**src/rtl/alu4_ctrl.sv**
```systemverilog
// Command sequencer for a 4-bit ALU: register file, operand staging, result/flag capture
// and a valid/ready response channel. Three-state flow IDLE -> EXEC -> RESP.
`timescale 1ns/1ps

module alu4_ctrl (
    input  logic       clk,
    input  logic       reset,
    input  logic       cmd_valid,
    output logic       cmd_ready,
    input  logic       cmd_load,
    input  logic [2:0] cmd_op,
    input  logic [1:0] cmd_rd,
    input  logic [1:0] cmd_rs,
    input  logic [1:0] cmd_rt,
    input  logic       cmd_imm_en,
    input  logic [3:0] cmd_imm,
    output logic [3:0] alu_a,
    output logic [3:0] alu_b,
    output logic [2:0] alu_op,
    input  logic [3:0] alu_result,
    input  logic       alu_c,
    input  logic       alu_n,
    input  logic       alu_z,
    input  logic       alu_v,
    output logic       rsp_valid,
    input  logic       rsp_ready,
    output logic [3:0] rsp_result,
    output logic [3:0] rsp_flags
);

    typedef enum logic [1:0] {
        IDLE = 2'd0,
        EXEC = 2'd1,
        RESP = 2'd2
    } state_t;

    state_t     state_r;
    logic [3:0] regs_r [4];
    logic [3:0] flags_r;
    logic       load_r;
    logic [1:0] rd_r;
    logic [3:0] imm_r;
    logic [3:0] alu_a_r;
    logic [3:0] alu_b_r;
    logic [2:0] alu_op_r;
    logic       rsp_valid_r;
    logic [3:0] rsp_result_r;

    // Ready is the only combinational output; it drops immediately while reset is held.
    assign cmd_ready  = (state_r == IDLE) && !reset;

    assign alu_a      = alu_a_r;
    assign alu_b      = alu_b_r;
    assign alu_op     = alu_op_r;
    assign rsp_valid  = rsp_valid_r;
    assign rsp_result = rsp_result_r;
    assign rsp_flags  = flags_r;

    // Sequencer: command capture, operand staging, write-back and response handshake.
    always_ff @(posedge clk) begin
        if (reset) begin
            state_r      <= IDLE;
            for (int i = 0; i < 4; i++) begin
                regs_r[i] <= 4'd0;
            end
            flags_r      <= 4'd0;
            load_r       <= 1'b0;
            rd_r         <= 2'd0;
            imm_r        <= 4'd0;
            alu_a_r      <= 4'd0;
            alu_b_r      <= 4'd0;
            alu_op_r     <= 3'd0;
            rsp_valid_r  <= 1'b0;
            rsp_result_r <= 4'd0;
        end else begin
            case (state_r)
                IDLE: begin
                    if (cmd_valid) begin
                        load_r <= cmd_load;
                        rd_r   <= cmd_rd;
                        imm_r  <= cmd_imm;
                        // Operands are sampled here, before any write-back, so rd may alias rs/rt.
                        if (!cmd_load) begin
                            alu_a_r  <= regs_r[cmd_rs];
                            alu_b_r  <= cmd_imm_en ? cmd_imm : regs_r[cmd_rt];
                            alu_op_r <= cmd_op;
                        end else begin
                            alu_a_r  <= alu_a_r;
                            alu_b_r  <= alu_b_r;
                            alu_op_r <= alu_op_r;
                        end
                        state_r <= EXEC;
                    end else begin
                        state_r <= IDLE;
                    end
                end
                EXEC: begin
                    if (load_r) begin
                        regs_r[rd_r] <= imm_r;
                        rsp_result_r <= imm_r;
                    end else begin
                        regs_r[rd_r] <= alu_result;
                        flags_r      <= {alu_c, alu_n, alu_z, alu_v};
                        rsp_result_r <= alu_result;
                    end
                    rsp_valid_r <= 1'b1;
                    state_r     <= RESP;
                end
                RESP: begin
                    if (rsp_ready) begin
                        rsp_valid_r <= 1'b0;
                        state_r     <= IDLE;
                    end else begin
                        state_r     <= RESP;
                    end
                end
                default: begin
                    rsp_valid_r <= 1'b0;
                    state_r     <= IDLE;
                end
            endcase
        end
    end

endmodule

```
**config.mk**
```make
export PLATFORM = sky130hd
export DESIGN_NAME = alu4_ctrl
export DESIGN_NICKNAME = d
export VERILOG_FILES = /design/src/rtl/alu4_ctrl.sv
export SDC_FILE = /design/constraint.sdc
export NUM_CORES = 1
export LEC_CHECK = 0
export ABC_AREA = 1
export CORE_UTILIZATION = 35
export DETAILED_ROUTE_END_ITERATION = 10
export GPL_ROUTABILITY_DRIVEN = 0
export SYNTH_ARGS = -nofsm -noshare
export SYNTH_HDL_FRONTEND = slang
export SYNTH_SLANG_ARGS = --single-unit
export TNS_END_PERCENT = 20
```
**constraint.sdc**
```tcl
create_clock -name clk -period 3 [get_ports clk]
set_input_delay 0.6 -clock clk [delete_from_list [all_inputs] [get_ports clk]]
set_output_delay 0.6 -clock clk [all_outputs]
set_load 0.005 [all_outputs]
```
==> results.toml <==
[run_status]
status = "finished clean"

[sta]
tns_ns = 0
timing.fmax_ghz = 0.438
setup_viol = 0
finalClockSkew_ns = 0.00736
relSlewSlack_pct = 73.5
tightest_slew_ns = 0.397
drv_slew = 0
period_needed_ns = 2.28
fin_crit_sh_pct = 76.0
rsz0062_at_grt = "false"
hold_viol = 0

[logic_synthesis]
synth_edf_count = 16
ys_ff_latch = 45
postSynthAreaPerCell_sq_um = 7.45
synth_nets = 306
synthTopCellsByArea = "dfxtp_1 28%, edfxtp_1 23%, nand2_1 15%"
ys_types = 24
synth_top_cell_by_area = "dfxtp_1"
yosys_warnings = 0
synth.most_common_cell = "nand2_1"
netlist_area_sq_mm = 0.00208
ys_top_cells_by_count = "83 x nand2_1, 46 x nor2_1, 34 x inv_1"
synthFlopType = "dfxtp_1"
syn_inst = 279
async_flop_share_pct = 0
yosysTopAreaCellShare_pct = 27.9
ys_seq_area_share_pct = 51.1

[critical_path]
slowest_stage = "clkdlybuf4s50_1"
end_kind = "output pin"
crit_required_ns = 2.40
start_kind = "input pin"
path_buf_inv = 2
worstPathCellList = "clkdlybuf4s50_1 > nor2_1 > clkdlybuf4s50_1"
worst-setup-path-type = "in2out"
max_stage_delay_ns = 0.51
path_max_fanout = 2
crit_family = "buffers and inverters"
rr_worst_depth = 6
path_common_cell = "clkdlybuf4s50_1"
path_depth = 3
cp.arrival_ns = 1.68

[clock_tree]
htree_num_levels = 2
clk_pin_slew_ns = 0.09
cts-resized-gates = 0
clock_path_buffers = 2
cts.sinks = 45
hold_buffers = 0
numCtsBuffers = 5
root_buffer = "clkbuf_8"
cts_setup_buffers = 0
clkLatencyLatePin_ns = 0.30
cts_tree = "built"

[grt]
grt_usage_pct = 16.4
grt_pass1_vias = 1737
gr-total-overflow = 0
grt_pass1_wl_mm = 8.05
antenna_found_initial = 0
grt_max_degree = 20

[final_layout]
syn2layout_area_growth_pct = 32.8
final_layout_size_suffix_gt1_share_pct = 7.58
diodes = 0
n_fill_cell = 574
final_nets = 356
finalNonFillerCells = 402

[drt]
firstDrtPassIters = 4
wire_per_inst_microns = 11.3
drt_iter0_drc = 105
via_per_inst = 4.41
drtAntennaViolNets = 0
wl_mm = 4.54
vias = 1771
drcViolationCount = 0

[min_path]
hp-class = "reg2reg"
whs_path_depth = 2

[pwr]
finalPower_mw = 1.44
leakagePower_nw = 1.24
powerDensity_mw_per_mm2 = 523
irDropWorstVdd_v = 0.000336

[floorplanning]
die_y_microns = 79.1
ioPinCount = 48
fp-row-count = 27
die_x_microns = 79.1
coreArea_sq_mm = 0.00561
initial_core_util_pct = 37.1
die_area_sq_mm = 0.00625

[place]
place_inst = 394
portBuffers = 47
hpwl_mm = 3.47

[flow_run]
maxCapViolations = 0
-- state kept, by name, summed over array words and instances (netlist names) --
| register | count |
|---|---|
| load_r | 1 |
| alu_a | 4 |
| rsp_flags | 4 |
| state_r | 2 |
| rsp_result | 4 |
| alu_b | 4 |
| alu_op | 3 |
| regs_r | 16 |
| rd_r | 2 |
| rsp_valid | 1 |
| imm_r | 4 |
-- placed cells by master (no fill, tap or decap), drive strengths merged, types with 5 or more instances in the layout --
cell type,count
clkbuf,5
dfxtp,29
a21oi,10
inv,37
nand3,27
edfxtp,16
o21ai,11
clkdlybuf4s50,47
nor2,50
nand2,89
-- final timing paths --
path	startpoint	to	slack (ns)
hold / removal	alu_b[0]	alu_b[0]	0.46
setup reg to reg	state_r[0]	regs_r[2][3]	1.53
hold reg to reg	alu_b[0]	alu_b[0]	0.46
setup / recovery	reset	cmd_ready	0.72
-- cell families (layout without fill, tap and decap cells) --
kind of cell / Yosys count / count (layout) / share of synthesized area (%)
AO/OA/AOI/OAI: 22 / 22 / 5.42
AND/OR/NAND/NOR: 168 / 168 / 34.9
flip-flops: 45 / 45 / 51.1
buffers and inverters: 44 / 95 / 8.61
-- per-stage QoR --
| stage | hold slack (ns) | setup WS [ns] | area (sq um) | util (%) |
|---|---|---|---|---|
| after CTS | 0.464 | 0.701 | 2760 | 49.2 |
| after floorplan | 0.446 | 1.46 | 2080 | - |
| after global routing | 0.488 | 0.669 | 2760 | 49.2 |
| after global placement | 0.450 | 0.701 | 2620 | 46.7 |
| final | 0.458 | 0.719 | 2760 | 49.2 |
| after detailed placement | 0.449 | 0.713 | 2620 | 46.7 |
-- tightest hold or removal path, stage by stage (launching register included) --
cell and delay, ns:
dfxtp_1 0.32, nand2_1 0.06, nand2_1 0.04
-- power by group --
| part | leakage [nW] | switching [mW] | internal (mW) | total, mW |
|---|---|---|---|---|
| Clock | 0.0687 | 0.218 | 0.335 | 0.553 |
| Combinational | 0.762 | 0.101 | 0.0977 | 0.198 |
| Sequential | 0.404 | 0.0233 | 0.667 | 0.690 |
| Total | 1.24 | 0.342 | 1.10 | 1.44 |
-- routing by layer --
layer	routed length [microns]	track usage (%)	up-vias
li1	-	-	964
met1	2190	21.4	766
met2	2140	26.9	36
met3	164	3.79	5
met4	46	5.27	0
met5	0	0	-
-- area by class of cell --
class                   count  area (sq um)  share of cell area [%]
well taps                  72          90.1                    3.27
inverters                  38           146                    5.31
repair buffers             49           485                    17.6
clock inverters             3          68.8                    2.49
multi-input cells         190           838                    30.4
flip-flops and latches     45          1060                    38.5
clock buffers               5          68.8                    2.49
No activity file was read; power rests on OpenSTA's default activity.
